===== config.mk =====
export PLATFORM = sky130hd
export DESIGN_NAME = debug_dump_tx
export DESIGN_NICKNAME = d
export VERILOG_FILES = /design/src/rtl/debug_dump_tx.sv
export SDC_FILE = /design/constraint.sdc
export NUM_CORES = 1
export LEC_CHECK = 0
export ABC_AREA = 0
export CORE_UTILIZATION = 47
export DETAILED_ROUTE_END_ITERATION = 10
export PLACE_DENSITY = 0.85
export SYNTH_ARGS = -nofsm -noshare
export SYNTH_HDL_FRONTEND = slang
export SYNTH_SLANG_ARGS = --single-unit
export TNS_END_PERCENT = 1

===== constraint.sdc =====
create_clock -name i_clock -period 4.3 [get_ports i_clock]
set_input_delay 0.43 -clock i_clock [delete_from_list [all_inputs] [get_ports i_clock]]
set_output_delay 0.43 -clock i_clock [all_outputs]
set_load 0.02 [all_outputs]

===== src/rtl/debug_dump_tx.sv =====
// Debug dump transmit sequencer: streams PC, register file and (with DEBUG_DUMP_MEM_EN)
// data memory to the UART one byte at a time, least-significant byte first.
module debug_dump_tx #(
    parameter int DATA_WIDTH      = 32,
    parameter int DATA_WIDTH_UART = 8,
    parameter int N_REGS          = 32,
    parameter int N_MEM           = 32
) (
    input  logic                       i_clock,
    input  logic                       i_reset,
    input  logic                       i_start,
    input  logic [DATA_WIDTH-1:0]      i_pc,
    output logic [4:0]                 o_reg_addr,
    input  logic [DATA_WIDTH-1:0]      i_reg_data,
    output logic [4:0]                 o_mem_addr,
    input  logic [DATA_WIDTH-1:0]      i_mem_data,
    output logic                       o_tx_signal,
    output logic [DATA_WIDTH_UART-1:0] o_tx_byte,
    input  logic                       i_tx_done,
    output logic                       o_busy,
    output logic                       o_done
);

    localparam int BYTES  = DATA_WIDTH / DATA_WIDTH_UART;
    localparam int BIDX_W = (BYTES > 1) ? $clog2(BYTES) : 1;
    localparam logic [BIDX_W-1:0] LAST_BYTE = BIDX_W'(BYTES - 1);
    localparam logic [4:0]        LAST_REG  = 5'(N_REGS - 1);

    typedef enum logic [2:0] {
        S_IDLE, S_ADDR, S_LOAD, S_SEND, S_WAIT, S_FINISH
    } state_t;

    typedef enum logic [1:0] {
        SEC_PC, SEC_REG, SEC_MEM
    } sec_t;

    state_t                     state_q;
    sec_t                       sec_q;
    logic [DATA_WIDTH-1:0]      word_q;
    logic [BIDX_W-1:0]          byte_idx_q;
    logic [4:0]                 word_idx_q;
    logic [4:0]                 reg_addr_q;
    logic                       tx_signal_q;
    logic [DATA_WIDTH_UART-1:0] tx_byte_q;
    logic                       busy_q;
    logic                       done_q;
    logic [DATA_WIDTH-1:0]      load_data;

    function automatic logic [DATA_WIDTH_UART-1:0] byte_sel(
        input logic [DATA_WIDTH-1:0] w,
        input logic [BIDX_W-1:0]     idx
    );
        logic [DATA_WIDTH-1:0] sh;
        sh = w >> (int'(idx) * DATA_WIDTH_UART);
        return sh[DATA_WIDTH_UART-1:0];
    endfunction

`ifdef DEBUG_DUMP_MEM_EN
    localparam logic [4:0] LAST_MEM = 5'(N_MEM - 1);
    logic [4:0] mem_addr_q;

    always_comb begin
        load_data = i_reg_data;
        if (sec_q == SEC_MEM) load_data = i_mem_data;
    end

    assign o_mem_addr = mem_addr_q;
`else
    logic unused_mem;

    always_comb begin
        load_data = i_reg_data;
    end

    assign unused_mem = ^i_mem_data;
    assign o_mem_addr = '0;
`endif

    // Read addresses are registered on the edge entering ADDR so the memories have
    // the whole ADDR cycle to respond before LOAD captures the word.
    always_ff @(posedge i_clock or posedge i_reset) begin
        if (i_reset) begin
            state_q     <= S_IDLE;
            sec_q       <= SEC_PC;
            word_q      <= '0;
            byte_idx_q  <= '0;
            word_idx_q  <= '0;
            reg_addr_q  <= '0;
`ifdef DEBUG_DUMP_MEM_EN
            mem_addr_q  <= '0;
`endif
            tx_signal_q <= 1'b0;
            tx_byte_q   <= '0;
            busy_q      <= 1'b0;
            done_q      <= 1'b0;
        end else begin
            tx_signal_q <= 1'b0;
            done_q      <= 1'b0;
            case (state_q)
                S_IDLE: begin
                    if (i_start) begin
                        word_q      <= i_pc;
                        sec_q       <= SEC_PC;
                        word_idx_q  <= '0;
                        byte_idx_q  <= '0;
                        tx_byte_q   <= i_pc[DATA_WIDTH_UART-1:0];
                        tx_signal_q <= 1'b1;
                        busy_q      <= 1'b1;
                        state_q     <= S_SEND;
                    end
                end
                S_ADDR: state_q <= S_LOAD;
                S_LOAD: begin
                    word_q      <= load_data;
                    byte_idx_q  <= '0;
                    tx_byte_q   <= load_data[DATA_WIDTH_UART-1:0];
                    tx_signal_q <= 1'b1;
                    state_q     <= S_SEND;
                end
                S_SEND: state_q <= S_WAIT;
                S_WAIT: begin
                    if (i_tx_done) begin
                        if (byte_idx_q != LAST_BYTE) begin
                            byte_idx_q  <= byte_idx_q + 1'b1;
                            tx_byte_q   <= byte_sel(word_q, byte_idx_q + 1'b1);
                            tx_signal_q <= 1'b1;
                            state_q     <= S_SEND;
                        end else begin
                            case (sec_q)
                                SEC_PC: begin
                                    sec_q      <= SEC_REG;
                                    word_idx_q <= '0;
                                    reg_addr_q <= '0;
                                    state_q    <= S_ADDR;
                                end
                                SEC_REG: begin
                                    if (word_idx_q != LAST_REG) begin
                                        word_idx_q <= word_idx_q + 5'd1;
                                        reg_addr_q <= word_idx_q + 5'd1;
                                        state_q    <= S_ADDR;
                                    end else begin
`ifdef DEBUG_DUMP_MEM_EN
                                        sec_q      <= SEC_MEM;
                                        word_idx_q <= '0;
                                        mem_addr_q <= '0;
                                        state_q    <= S_ADDR;
`else
                                        busy_q     <= 1'b0;
                                        done_q     <= 1'b1;
                                        state_q    <= S_FINISH;
`endif
                                    end
                                end
`ifdef DEBUG_DUMP_MEM_EN
                                SEC_MEM: begin
                                    if (word_idx_q != LAST_MEM) begin
                                        word_idx_q <= word_idx_q + 5'd1;
                                        mem_addr_q <= word_idx_q + 5'd1;
                                        state_q    <= S_ADDR;
                                    end else begin
                                        busy_q     <= 1'b0;
                                        done_q     <= 1'b1;
                                        state_q    <= S_FINISH;
                                    end
                                end
`endif
                                default: begin
                                    busy_q  <= 1'b0;
                                    done_q  <= 1'b1;
                                    state_q <= S_FINISH;
                                end
                            endcase
                        end
                    end
                end
                S_FINISH: state_q <= S_IDLE;
                default:  state_q <= S_IDLE;
            endcase
        end
    end

    assign o_reg_addr  = reg_addr_q;
    assign o_tx_signal = tx_signal_q;
    assign o_tx_byte   = tx_byte_q;
    assign o_busy      = busy_q;
    assign o_done      = done_q;

endmodule


Word-level counts from Yosys, hierarchy flattened
Cells that the tools add are included.
{"block": "totals", "regBits": 60, "latch_bits": 0, "mem_bits_rw": 0, "romBits": 0, "input_bits": 100, "n_memories": 0}
{"block": "classes", "n_addsub": 2, "mul": 0, "div_mod_pow": 0, "n_lt_le_gt_ge": 0, "n_eq_ne": 17, "shifts": 1, "n_mux": 41, "n_bitwise": 1, "reduce_logical": 13}
{"operator": "$pmux 32 s2", "count": 1}
{"operator": "$mux 32", "count": 1}
{"operator": "$shr 32x5->8", "count": 1}
{"operator": "$mux 8", "count": 3}
{"operator": "$pmux 8 s3", "count": 1}
{"operator": "$mux 5", "count": 4}
{"operator": "$pmux 5 s2", "count": 2}
{"operator": "$pmux 3 s5", "count": 1}
{"operator": "$ne 2x2->1 const B", "count": 7}
{"operator": "$mux 2", "count": 6}
{"operator": "$mux 3", "count": 4}
{"operator": "$reduce_and 6->1", "count": 2}
{"operator": "$mux 1", "count": 11}
{"operator": "$reduce_and 5->1", "count": 2}
{"operator": "$eq 3x2->1 const B", "count": 2}
{"operator": "$ne 3x3->1 const B", "count": 2}
{"operator": "$pmux 1 s2", "count": 3}
{"operator": "$pmux 2 s3", "count": 1}
{"operator": "$pmux 3 s2", "count": 1}
{"operator": "$reduce_bool 2->1", "count": 3}
{"operator": "$add 5x1->5 const B", "count": 1}
{"operator": "$ne 5x5->1 const B", "count": 1}
{"operator": "$pmux 2 s2", "count": 1}
{"operator": "$reduce_and 2->1", "count": 2}
{"operator": "12 further kinds", "count": 12}

Logic depth before layout (Yosys ltp)
{"block": "logic_depth", "word_depth": 6, "mapped_depth": 7, "ltp_nobuf": 7}

Worst setup path before layout
Ideal clock, no wire load.
{"block": "synth_path", "kind": "reg-to-reg", "startpoint": "register word_idx_q[0]", "endpoint": "register word_idx_q[0]", "setup_ns": 0.125, "t_arrival_ns": 1.610, "setup_slack_ns": 2.565, "path_stages_with_launch": 8, "path_buffers": 1, "period_less_slack_ns": 1.735, "path_cell_list": "dfrtp_1 ha_1 and3_1 ha_1 clkbuf_1 nand2_1 o21ai_2 mux2_2"}
{"block": "synth_between", "elab_chain_cells": 6, "elab_cells_between_ends": 9, "classes_between": "add/sub: 1; eq/ne: 2; mux: 5; reduce/logical: 1"}
{"item": "from (decl)", "line": "41", "text": "logic [4:0] word_idx_q;"}
{"item": "from (signal assigned)", "line": "138", "text": "word_idx_q <= word_idx_q + 5'd1;"}
{"item": "$add 5x1->5", "line": "138"}
{"item": "$mux 5", "line": "137", "text": "if (word_idx_q != LAST_REG) begin"}
{"item": "$pmux 5 s2", "line": "129", "text": "case (sec_q)"}
{"item": "$mux 5", "line": "123", "text": "if (byte_idx_q != LAST_BYTE) begin"}
{"item": "$mux 5", "line": "122", "text": "if (i_tx_done) begin"}
{"item": "$pmux 5 s2", "line": "99", "text": "case (state_q)"}
Parallel ways exist; a longest one is shown, timed or not. The select of a mux whose other input is x is not followed.
A chain may end at the register's enable or synchronous reset.

Worst setup path in the final report
{"block": "layout_path", "startpoint": "input i_start", "endpoint": "register word_q[26]"}
{"block": "layout_between", "elab_chain_cells": 2}
{"item": "from (decl)", "line": "11", "text": "input logic i_start,"}
{"item": "$ne 2x2->1 (no line)"}
{"item": "$reduce_and 2->1 (no line)"}
{"item": "to (signal assigned)", "line": "102", "text": "word_q <= i_pc;"}
{"item": "to (signal assigned)", "line": "114", "text": "word_q <= load_data;"}
{"item": "to (decl)", "line": "39", "text": "logic [DATA_WIDTH-1:0] word_q;"}
No other way between the ends.

==> results.toml <==
[worst_hold_path]
hp-start = "word_q[10]$_DFFE_PP0P_"
min_path_type = "reg -> reg"

[global_route]
grt_pass1_vias = 2542
overflow = 0
grt_pass1_wl_mm = 11.7
grt_max_degree = 60
grtUsageTotal = 0.212
antenna_found_initial = 0

[power_and_ir_drop]
pwr-share-seq = 0.340
swShare = 0.371
ir_worst_vdd_v = 0.000327
leakage_nw = 1.77
internal_power_mw = 1.76
p_sw_mw = 1.04
power_per_cell_area_mw_per_mm2 = 666
clkPwrFrac = 0.220
p_comb_frac = 0.441

[critical_path]
cp.arrival_ps = 2370
cpLargestDelayFamily = "compound AO/OA/AOI/OAI gates"
path_buf_inv = 2
path_max_fanout = 46
max_stage_delay_ps = 840
crit_start = "i_start"
crit_type = "in -> reg"
crit_slowest_cell = "o21ai_4"
path_cells = "clkdlybuf4s50_1 -> o21ai_4 -> buf_4 -> nand2_1 -> o21ai_1"
r2r_start = "byte_idx_q[0]$_DFFE_PP0P_"
critical_path_required_ps = 4540
worst_setup_path_start_kind = "input pin"
end_kind = "flip-flop"

[drt]
routed-via-count = 2536
drtIter0Drc = 190
drc = 0
drt-pass1-iter-count = 4
avgRoutedWirePerCell_um = 14.7
viasPerCell = 5.53
wirelength_mm = 6.74
ant_nets = 0

[layout]
post-route-util = 0.658
layout.nets = 480
final_common_cell = "clkdlybuf4s50_1"
final_cells = 459
diodes = 0
drive_gt1_frac = 0.0969
area_growth_pct = 34.9
fin_area_mm2 = 0.00420
most-common-layout-cells = "83 x clkdlybuf4s50_1, 59 x dfrtp_1, 50 x nand2_1"
fillers = 519

[clock_network]
htreeDepth = 3
clock_latency_ps = 330
cts_made_buffers = 9
cts.sinks = 59
cts_resized = 0
root_buffer = "clkbuf_8"
cts-hold-fix-buffers = 0
clockBufferDepth = 2
cts_setup_buffers = 0
cts_tree = "done"
path_clk_slew_ps = 60

[floorplanning]
core_mm2 = 0.00639
die_x_um = 83.4
start_util = 0.488
io_pins = 121
num_rows = 29
die_area_mm2 = 0.00696
die-height_um = 83.4

[synth]
synth_warnings = 0
syn_inst = 302
synth-seq-cells = 59
synth_area_mm2 = 0.00312
syn_avg_cell_area_um2 = 10.3
yosysUniqueCellTypes = 36
ys_seq_area_frac = 0.474

[sta]
relSlewSlack = 0.322
rsz0062_at_grt = "false"
fin_crit_ps = 2130
drv_slew = 0
fin_tns_setup_ps = 0
setup_viol_count_final = 0
fmax_mhz = 470
finClkSkew_ps = 10.2
finalCritPeriodShare = 0.495
worst_pin_slew_ps = 1010
hold_violations = 0

[placed_design]
hpwl_mm = 4.91
dp_cells = 443
post_dp_cell_area_mm2 = 0.00396
io_buffers = 83
place_congestion = 0.763

[status]
status = "finished, final reports clean"

[run]
drv_cap = 0
## per-layer routing
layer	up-vias	wire, um	GRT usage
li1	1229	-	-
met1	1223	2860	0.251
met2	73	3410	0.369
met3	11	353	0.0497
met4	0	112	0.0924
met5	-	0	0
## area by class of cell
| type | instances | area (um^2) | share of cell area |
|---|---|---|---|
| clock inverters | 5 | 100 | 0.0238 |
| well taps | 77 | 96.3 | 0.0229 |
| repair buffers | 87 | 861 | 0.205 |
| multi-input cells | 217 | 1520 | 0.361 |
| clock buffers | 11 | 141 | 0.0337 |
| inverters | 3 | 11.3 | 0.00268 |
| flip-flops and latches | 59 | 1480 | 0.351 |
## power by group through the flow
stage / combinational (mW) / clock, mW / sequential [mW]
floorplan: 0.944 / 0 / 0.913
global placement: 1.18 / 0 / 0.949
detailed placement: 1.23 / 0 / 0.959
CTS: 1.24 / 0.623 / 0.953
global route: 1.36 / 0.652 / 0.984
finish: 1.23 / 0.615 / 0.952
## synth_stat cells, drive strengths merged
library cell / number / area, um^2
inv: 3 / 11.3
nand4: 2 / 12.5
clkbuf: 12 / 45.0
nand3b: 1 / 7.51
nand3: 9 / 50.1
o31ai: 2 / 15.0
ha: 3 / 37.5
or3b: 1 / 11.3
mux2: 1 / 11.3
a22o: 15 / 131
and3: 1 / 6.26
a21o: 3 / 22.5
dfrtp: 59 / 1480
xnor2: 2 / 17.5
nor3: 2 / 21.3
nand2: 50 / 188
a211oi: 1 / 12.5
mux4: 8 / 180
buf: 15 / 100
nor3b: 2 / 31.3
a31oi: 8 / 50.1
a32o: 1 / 10.0
nand2b: 2 / 12.5
a21oi: 11 / 55.1
conb: 1 / 3.75
nor2: 14 / 52.6
nand4bb: 1 / 11.3
mux2i: 33 / 330
o21ai: 38 / 194
o21bai: 1 / 7.51
## path summary, 6_finish.rpt
path | slack [ps] | endpoint | depth (start not counted)
setup reg to reg | 2200 | word_idx_q[0]$_DFFE_PP0P_ | 5
hold / removal | 480 | word_q[10]$_DFFE_PP0P_ | 2
setup / recovery | 2170 | word_q[26]$_DFFE_PP0P_ | 5
hold reg to reg | 480 | word_q[10]$_DFFE_PP0P_ | 2
max in group asynchronous | 3200 | word_q[9]$_DFFE_PP0P_ | 3
min in group asynchronous | 630 | o_reg_addr[1]$_DFFE_PP0P_ | 3
## cells by family (layout without fill, tap and decap cells)
family | after synthesis | after routing | synth area share
AND/OR/NAND/NOR | 85 | 85 | 0.130
AO/OA/AOI/OAI | 80 | 80 | 0.160
flip-flops | 59 | 59 | 0.474
multiplexers | 42 | 42 | 0.167
buffers and inverters | 30 | 106 | 0.0502
adder cells (fa/ha/maj) | 3 | 3 | 0.0120
XOR/XNOR | 2 | 2 | 0.00562
other | 1 | 5 | 0.00120
## tightest hold or removal path, stage by stage (launching register included)
cell	delay [ps]
dfrtp_1	340
nand2_1	50
o21ai_1	60
## flip-flops by register name, indices dropped and copies added (netlist names)
signal and count:
o_tx_byte 8, o_done 1, o_tx_signal 1, o_reg_addr 5
word_q 32, word_idx_q 5, byte_idx_q 2, o_busy 1
sec_q 1, state_q 3
## through the flow
| stage | hold WS, ps | setup WS (ps) | power [mW] |
|---|---|---|---|
| final | 481 | 2170 | 2.80 |
| after global placement | 462 | 1910 | 2.13 |
| after floorplan | 450 | 2410 | 1.86 |
| after detailed placement | 472 | 1880 | 2.19 |
| after CTS | 486 | 2140 | 2.81 |
| after global routing | 514 | 1990 | 3.00 |
No activity file was read; power rests on OpenSTA's default activity.
